### src/rtl/tx_scheduler.sv
// tx_scheduler: shares the laser transmitter (serial_tx) between a control
// packet source (SYN/ACK/FIN from the main state machine) and a data packet
// source (packet generator). After every frame it forces an idle gap, and it
// runs the go-back-n retransmission timer for data frames.
//
// Ports:
//   clk, reset_n                 system clock, asynchronous active-low reset
//   ctrl_valid/ctrl_packet       control request and its packet
//   ctrl_grant                   one-cycle pulse, control packet accepted
//   data_valid/data_packet       data request and its packet
//   data_grant                   one-cycle pulse, data packet accepted
//   tx_data, tx_new_data         packet and start pulse towards serial_tx
//   tx_done                      end-of-frame pulse from serial_tx
//   ack_rcvd                     in-window ACK pulse, stops the timer
//   retransmit                   one-cycle pulse, timer expired
//   sent_data                    one-cycle pulse when a data frame finishes
//   timer_active                 retransmission timer running
//   sched_busy                   scheduler not in IDLE
//   state_dbg                    current FSM state (IDLE=0, SEND=1, GAP=2)
//
// Handshake: a source raises *_valid with its packet stable and keeps both
// until it sees the one-cycle *_grant pulse; the packet is captured on the
// edge that produces the grant. Dropping valid before the grant withdraws
// the request; valid still high after the grant is a fresh request.
module tx_scheduler #(
  parameter int PKT_LENGTH      = 288,
  parameter int GAP_CYCLES      = 54166,
  parameter int TIMEOUT         = 130000000,
  parameter int MAX_CTRL_STREAK = 3
) (
  input  logic                  clk,
  input  logic                  reset_n,
  input  logic                  ctrl_valid,
  input  logic [PKT_LENGTH-1:0] ctrl_packet,
  output logic                  ctrl_grant,
  input  logic                  data_valid,
  input  logic [PKT_LENGTH-1:0] data_packet,
  output logic                  data_grant,
  output logic [PKT_LENGTH-1:0] tx_data,
  output logic                  tx_new_data,
  input  logic                  tx_done,
  input  logic                  ack_rcvd,
  output logic                  retransmit,
  output logic                  sent_data,
  output logic                  timer_active,
  output logic                  sched_busy,
  output logic [1:0]            state_dbg
);

  localparam int GAP_W    = ($clog2(GAP_CYCLES + 1) > 17) ? $clog2(GAP_CYCLES + 1) : 17;
  localparam int STREAK_W = (MAX_CTRL_STREAK > 0) ? $clog2(MAX_CTRL_STREAK + 1) : 1;
  localparam logic [STREAK_W-1:0] STREAK_MAX = STREAK_W'(MAX_CTRL_STREAK);

  typedef enum logic [1:0] {
    IDLE = 2'd0,
    SEND = 2'd1,
    GAP  = 2'd2
  } state_t;

  state_t              state;
  logic [GAP_W-1:0]    gap_cnt;
  logic [31:0]         timer_cnt;
  logic [STREAK_W-1:0] streak;
  logic                frame_is_data;
  logic                data_wins;

  // Control normally wins; data is forced once control has taken
  // MAX_CTRL_STREAK grants in a row while data was waiting.
  assign data_wins  = data_valid && (!ctrl_valid || (streak == STREAK_MAX));
  assign sched_busy = (state != IDLE);
  assign state_dbg  = state;

  always_ff @(posedge clk or negedge reset_n) begin
    if (!reset_n) begin
      state         <= IDLE;
      gap_cnt       <= '0;
      timer_cnt     <= '0;
      streak        <= '0;
      frame_is_data <= 1'b0;
      tx_data       <= '0;
      tx_new_data   <= 1'b0;
      ctrl_grant    <= 1'b0;
      data_grant    <= 1'b0;
      sent_data     <= 1'b0;
      retransmit    <= 1'b0;
      timer_active  <= 1'b0;
    end else begin
      ctrl_grant  <= 1'b0;
      data_grant  <= 1'b0;
      tx_new_data <= 1'b0;
      sent_data   <= 1'b0;
      retransmit  <= 1'b0;

      // Retransmission timer. An ACK on the expiry cycle suppresses the
      // retransmit. A data tx_done below reloads it and overrides this.
      if (timer_active) begin
        if (ack_rcvd) begin
          timer_active <= 1'b0;
          timer_cnt    <= '0;
        end else if (timer_cnt == 32'd1) begin
          timer_active <= 1'b0;
          timer_cnt    <= '0;
          retransmit   <= 1'b1;
        end else begin
          timer_cnt <= timer_cnt - 32'd1;
        end
      end

      case (state)
        IDLE: begin
          if (data_wins) begin
            data_grant    <= 1'b1;
            tx_new_data   <= 1'b1;
            tx_data       <= data_packet;
            frame_is_data <= 1'b1;
            streak        <= '0;
            state         <= SEND;
          end else if (ctrl_valid) begin
            ctrl_grant    <= 1'b1;
            tx_new_data   <= 1'b1;
            tx_data       <= ctrl_packet;
            frame_is_data <= 1'b0;
            // Only a grant that made data wait extends the streak.
            if (!data_valid)
              streak <= '0;
            else if (streak != STREAK_MAX)
              streak <= streak + STREAK_W'(1);
            state         <= SEND;
          end
        end

        SEND: begin
          if (tx_done) begin
            state   <= GAP;
            gap_cnt <= GAP_W'(GAP_CYCLES);
            if (frame_is_data) begin
              sent_data    <= 1'b1;
              timer_cnt    <= 32'(TIMEOUT);
              timer_active <= 1'b1;
            end
          end
        end

        GAP: begin
          // GAP_CYCLES decrements plus the cycle that sees zero.
          if (gap_cnt == '0)
            state <= IDLE;
          else
            gap_cnt <= gap_cnt - GAP_W'(1);
        end

        default: state <= IDLE;
      endcase
    end
  end

endmodule

### config.mk
export PLATFORM = sky130hd
export DESIGN_NAME = tx_scheduler
export DESIGN_NICKNAME = d
export VERILOG_FILES = /design/src/rtl/tx_scheduler.sv
export SDC_FILE = /design/constraint.sdc
export NUM_CORES = 1
export LEC_CHECK = 0
export BUFFER_PORTS_ARGS = -buffer_cell sky130_fd_sc_hd__buf_2
export CAP_MARGIN = 25
export CORE_AREA = 2 2 343 345
export DETAILED_ROUTE_END_ITERATION = 16
export DIE_AREA = 0 0 345 347
export GPL_ROUTABILITY_DRIVEN = 0
export PLACE_DENSITY = 0.44
export SLEW_MARGIN = 30
export SYNTH_ARGS = -nofsm -noshare
export SYNTH_HDL_FRONTEND = slang
export SYNTH_SLANG_ARGS = --single-unit
### constraint.sdc
create_clock -name clk -period 2.35 [get_ports clk]
set_input_delay 0.235 -clock clk [delete_from_list [all_inputs] [get_ports clk]]
set_output_delay 0.235 -clock clk [all_outputs]
set_load 0.05 [all_outputs]
==> impl_metrics.ini, run 1 <==
[worst_hold_path]
hold_class = in2reg
hold_depth = 3
holdPathEnd = tx_data[252]
hold_start = ctrl_packet[252]

[timing]
finalSetupViolations = 0
drv_slew = 0
hold_slack_ps = -50.4
worst_pin_slew_ps = 564
rsz0062_at_grt = true
fin_crit_ps = 2300
clock.fmax_mhz = 435
finClkSkew_ps = 23.6
post-route-period-util_pct = 97.8
slew_headroom_pct = 62.4
hold_viol_final = 1

[yosys]
avgSynthCellArea_um2 = 10.1
ys_async_sr_fraction_pct = 100
yosysWarnings = 0
yosysSeqAreaShare_pct = 53.3
synth_cell_type_count = 59
syn_area_mm2 = 0.0163
synthFlopType = dfrtp_1
synth_edf_count = 0
ys_ff_latch = 348
synth_nets = 2201
syn-instance-count = 1615

[pwr]
p_per_area_mw_per_mm2 = 1250
p_sw_share_pct = 51.9
p_sw_mw = 19.9
combPwrFrac_pct = 53.6
internal_power_mw = 18.4
ir_drop_v = 0.000479
pwr-share-clk_pct = 19.4
leakagePower_nw = 15.6
power_frac_seq_pct = 27.0

[final_layout]
final_cell_area_mm2 = 0.0307
num-nets-final = 3701
utilization_pct = 26.5
layout_common_cells = buf_2 (877), dlygate4sd3_1 (538), dfrtp_1 (348)
syn2layout_area_growth_pct = 87.9
drive_gt1_share_pct = 35.8
final_common_cell = buf_2

[clocking]
cts_num_sinks = 348
htree_levels = 2
cts_root_buf = clkbuf_16
clkTransAtPathRegs_ps = 60
cts_tree = yes
cts_made_buffers = 44
cts.path.max_buffers = 3
insertion_delay_ps = 590

[routing]
drt_first_iter_violations = 1055
drtAntennaViolNets = 0
wl_per_cell_um = 18.7
num_vias = 17930
drc = 0
avgViaCountPerCell = 3.84
wl_mm = 87.2
first_pass_iters = 7

[die]
design.die.area_mm2 = 0.120
io_pins = 879
core_mm2 = 0.116
row_count = 125
die_w_um = 345
die-height_um = 347
start_util_pct = 14.1

[setup_path]
rr_worst_depth = 8
r2r-end = tx_data[255]
reg2reg_from = streak[0]
required_ps = 2810
critical_path_class = reg2reg
r2r_slack_ps = 50
critPathArrivalTime_ps = 2760
crit_path_max_fanout = 7
start_kind = register
critPathCaptureType = register

[global_route]
grt_pass1_vias = 18128
grt_pass1_wl_mm = 122
antenna_found_initial = 10
grt_use_total_pct = 13.6
grt_overflow = 0
grt_max_degree = 86

[outcome]
status = finished with violations
violations = negative hold slack

[place]
placed_cell_area_mm2 = 0.0232
portBuffers = 878
dp_hpwl_mm = 64.1

[job]
max_cap_violations = 0
-- final cells by class --
type	instances	area, um^2
Fill cell	12338	85100
Timing Repair Buffer	1568	11200
Sequential cell	348	8710
Multi-Input combinational cell	1136	7170
Tap cell	1524	1910
Clock buffer	65	1310
Clock inverter	15	263
Inverter	17	63.8
Antenna cell	2	5.00
-- worst max-delay path, cell delays in order, from the launching register on --
cell and delay, ps:
dfrtp_1 390, ha_2 210, o21ai_4 200, buf_4 150, buf_12 150, buf_8 150, mux2i_1 220, dlygate4sd3_1 570
o21ai_0 70
-- timing repair --
action | 4_1_cts | 5_1_grt
resized for setup | 0 | 33
setup endpoints to repair | 0 | 44
hold endpoints to repair | 318 | 0
hold buffers | 541 | 0
setup buffers | 0 | 35
-- kinds of logic after synthesis --
kind of cell | after synthesis | share of synthesized area (%)
compound gates | 381 | 12.5
xor+xnor | 7 | 0.376
fa+ha+maj | 4 | 0.307
buf+inv | 131 | 3.18
flops | 348 | 53.3
mux | 291 | 17.8
simple gates | 453 | 12.5
-- power by group through the flow --
stage                     logic, mW  registers [mW]  clock network [mW]
after floorplan                4.43            18.8                   0
after global placement         19.9            10.4                   0
after detailed placement       19.9            10.5                   0
after CTS                      20.7            10.4                7.70
after global routing           21.9            10.7                7.94
final                          20.5            10.4                7.42
-- routing by layer --
| layer | vias up | global-route usage (%) | wire length, um |
|---|---|---|---|
| met1 | 8339 | 16.3 | 35500 |
| li1 | 8706 | - | - |
| met2 | 711 | 22.1 | 40300 |
| met4 | 10 | 5.95 | 3980 |
| met3 | 164 | 4.56 | 7410 |
| met5 | - | 0 | 61 |
-- Yosys cell counts, drive strengths merged, types with 3 or more instances --
master    n  area, um^2
nand4    16         100
mux2i   291        2910
nand3    18        90.1
and3      4        25.0
o211ai   15         113
nor2b     3        18.8
or3       7        43.8
a31oi     8        50.1
o31ai     8        65.1
inv      15        56.3
nor2     16        65.1
o21ai   311        1560
buf      27         129
nor3     12        65.1
a21oi    23         115
clkbuf   87         327
xor2      6        52.6
nor4     19         146
ha        4        50.1
dfrtp   348        8710
or4      13         106
nand2b    3        18.8
nand2   326        1220
or2       3        21.3
-- state kept, by name (all words and copies together) (netlist names) --
| register | cells |
|---|---|
| ctrl_grant | 1 |
| data_grant | 1 |
| frame_is_data | 1 |
| gap_cnt | 17 |
| retransmit | 1 |
| sent_data | 1 |
| state_dbg | 2 |
| streak | 2 |
| timer_active | 1 |
| timer_cnt | 32 |
| tx_data | 288 |
| tx_new_data | 1 |
-- metrics by stage --
step                total power [mW]  std cells  TNS, ps  worst slack (ps)
floorplan                       23.2       1615        0               115
global placement                30.2       4016        0               106
detailed placement              30.4       4016        0              51.1
CTS                             38.7       4637        0              28.8
global route                    40.6       4674     -286             -46.8
finish                          38.3       4675        0              50.9
-- how the worst max path moves through the flow --
stage                             start             to  cells after the start
after global routing          streak[0]   tx_data[190]                      7
final                         streak[0]   tx_data[255]                      8
after floorplan              gap_cnt[0]     gap_cnt[5]                      9
after global placement    timer_cnt[20]  timer_cnt[28]                      5
after detailed placement  timer_cnt[20]  timer_cnt[28]                      5
after CTS                     streak[0]   tx_data[224]                      7
No activity file was read; power rests on OpenSTA's default activity.
==> inputs of run 2 (changes only) <==
- PLACE_DENSITY: 0.44 -> not set
==> run 2 against run 1 <==
  * The flow now finishes without violations
  * Critical path depth stayed put
  * Sequential share of layout area is 0.14 points higher
  * Non-clock buffer count is 6 lower
  * Critical endpoint is now tx_data[120]
  * Total power is 0.88% lower
  * Worst setup slack worse by 20 ps
  * Hold slack better by 99 ps
  * Flip-flop and latch count stayed put
  * First-iteration DRC count is 25% higher
  * Sequential power hardly changed
  * Utilization is 0.13 points lower
  * Count of clock-buffer cells in the layout is 12 lower
==> impl_metrics.ini, run 2 (synthesis results as in run 1) <==
[die]
row_count = 125
design.die.area_mm2 = 0.120
die-height_um = 347
start_util_pct = 14.1
die_w_um = 345
io_pins = 879
core_mm2 = 0.116

[global_route]
grt_max_degree = 85
grt_pass1_vias = 19327
antenna_found_initial = 13
grt_overflow = 0
grt_pass1_wl_mm = 125
grt_use_total_pct = 14.0

[setup_path]
startpoint = streak[0]
crit_end = tx_data[120]
crit_top_cell = buf_12
slowest_stage = dlygate4sd3_1
reg2reg_from = streak[0]
path_depth = 8
r2r-end = tx_data[120]
slowest_delay_ps = 580
crit_path_max_fanout = 8
cp_num_buf_inv = 4
crit_family = buffers and inverters
critical_path_class = reg2reg
start_kind = register
required_ps = 2830
crit_chain = ha_2 -> o21ai_4 -> buf_12 -> buf_16 -> buf_12 -> mux2i_1 -> dlygate4sd3_1 -> o21ai_0
rr_worst_depth = 8
critPathArrivalTime_ps = 2800
critPathCaptureType = register
r2r_slack_ps = 30

[final_layout]
syn2layout_area_growth_pct = 87.0
instances_no_fill = 4662
num-nets-final = 3694
ff_latch_area_mm2 = 0.00871
reg_top3 = tx_data (288), timer_cnt (32), gap_cnt (17)
utilization_pct = 26.4
layout_common_cells = buf_2 (877), dlygate4sd3_1 (559), dfrtp_1 (348)
multiInputGateArea_mm2 = 0.00715
largest_reg_flops = 288
final_common_cell = buf_2
nFillCells = 12130
drive_gt1_share_pct = 34.9
top_register = tx_data

[timing]
slew_headroom_pct = 59.8
fin_crit_ps = 2320
finClkSkew_ps = 36.8
hold_viol_final = 0
final.setup.tns_ps = 0
drv_slew = 0
post-route-period-util_pct = 98.7
hold_slack_ps = 48.6
clock.fmax_mhz = 431
finalSetupViolations = 0
worst_pin_slew_ps = 603

[place]
dp_cells = 4011
dp_hpwl_mm = 62.8
portBuffers = 878

[routing]
wl_per_cell_um = 19.2
drtAntennaViolNets = 0
drc = 0
wl_mm = 89.6
drt_first_iter_violations = 1318
num_vias = 18591
avgViaCountPerCell = 3.99
first_pass_iters = 6

[worst_hold_path]
hold_class = in2reg

[pwr]
ir_drop_v = 0.000667
p_per_area_mw_per_mm2 = 1240
leakagePower_nw = 15.5
p_total_mw = 38.0

[clocking]
cts_made_buffers = 43
cts_root_buf = clkbuf_16
htree_levels = 2
insertion_delay_ps = 610
cts.path.max_buffers = 3
cts_tree = yes
cts_num_sinks = 348
clkTransAtPathRegs_ps = 60

[job]
max_cap_violations = 0

[outcome]
status = finished clean
==> run 2: cell types whose count changed in the layout (fill, tap and decap cells not counted), moves of 3 or more <==
| cell | previous run | this run |
|---|---|---|
| buf_4 | 128 | 103 |
| dlygate4sd3_1 | 538 | 559 |
| clkbuf_8 | 11 | 5 |
| clkbuf_1 | 9 | 5 |
| clkbuf_16 | 49 | 46 |
| clkinv_8 | 0 | 3 |
==> run 2: area by class of cell <==
type / instances / share of cell area [%]
repair buffers: 1562 / 36.7
flip-flops and latches: 348 / 28.5
multi-input cells: 1136 / 23.4
well taps: 1524 / 6.25
clock buffers: 53 / 3.81
clock inverters: 20 / 1.02
inverters: 17 / 0.209
diodes: 2 / 0.0164
==> run 2: repair_timing <==
item | CTS | global route
setup buffers | 0 | 14
setup endpoints to repair | 0 | 28
hold buffers | 559 | 0
gates resized for setup | 0 | 9
endpoints found under the hold margin | 449 | 0
==> run 2: metrics by stage <==
stage / worst slack (ps) / instance area (um^2)
final: 30.9 / 30500
after global routing: -8.12 / 30500
after CTS: 3.86 / 30300
after detailed placement: 21.6 / 23200
after global placement: 65.6 / 23200
after floorplan: 115 / 16300
==> run 2: per-layer routing <==
metal	share of wire, %	GRT usage [%]	vias to the layer above	wire (um)
li1	-	-	8690	-
met1	41	16.5	8703	36300
met2	43	21.2	908	38500
met3	9.9	5.58	270	8890
met4	6.5	8.79	20	5780
met5	0.15	0	-	135
==> run 2: power breakdown <==
group	leakage, nW	switching, mW	internal, mW	total, mW
sequential	4.28	1.60	8.72	10.3
clock	0.706	2.91	4.11	7.02
combinational	10.5	15.6	5.01	20.6
==> run 2: worst min path at each step <==
stage	from	to	slack, ps	cells after the start
floorplan	reset_n	ctrl_grant	-60	0
finish	data_packet[19]	tx_data[19]	50	3
CTS	data_packet[19]	tx_data[19]	0.5	3
detailed placement	reset_n	tx_data[151]	130	1
global placement	reset_n	tx_data[151]	130	1
global route	ctrl_packet[285]	tx_data[285]	50	3
==> run 2: worst register-to-register path: stages (launching register included) <==
cell and delay (ps):
dfrtp_1 390, ha_2 210, o21ai_4 220, buf_12 170
buf_16 160, buf_12 190, mux2i_1 210, dlygate4sd3_1 580
o21ai_0 70
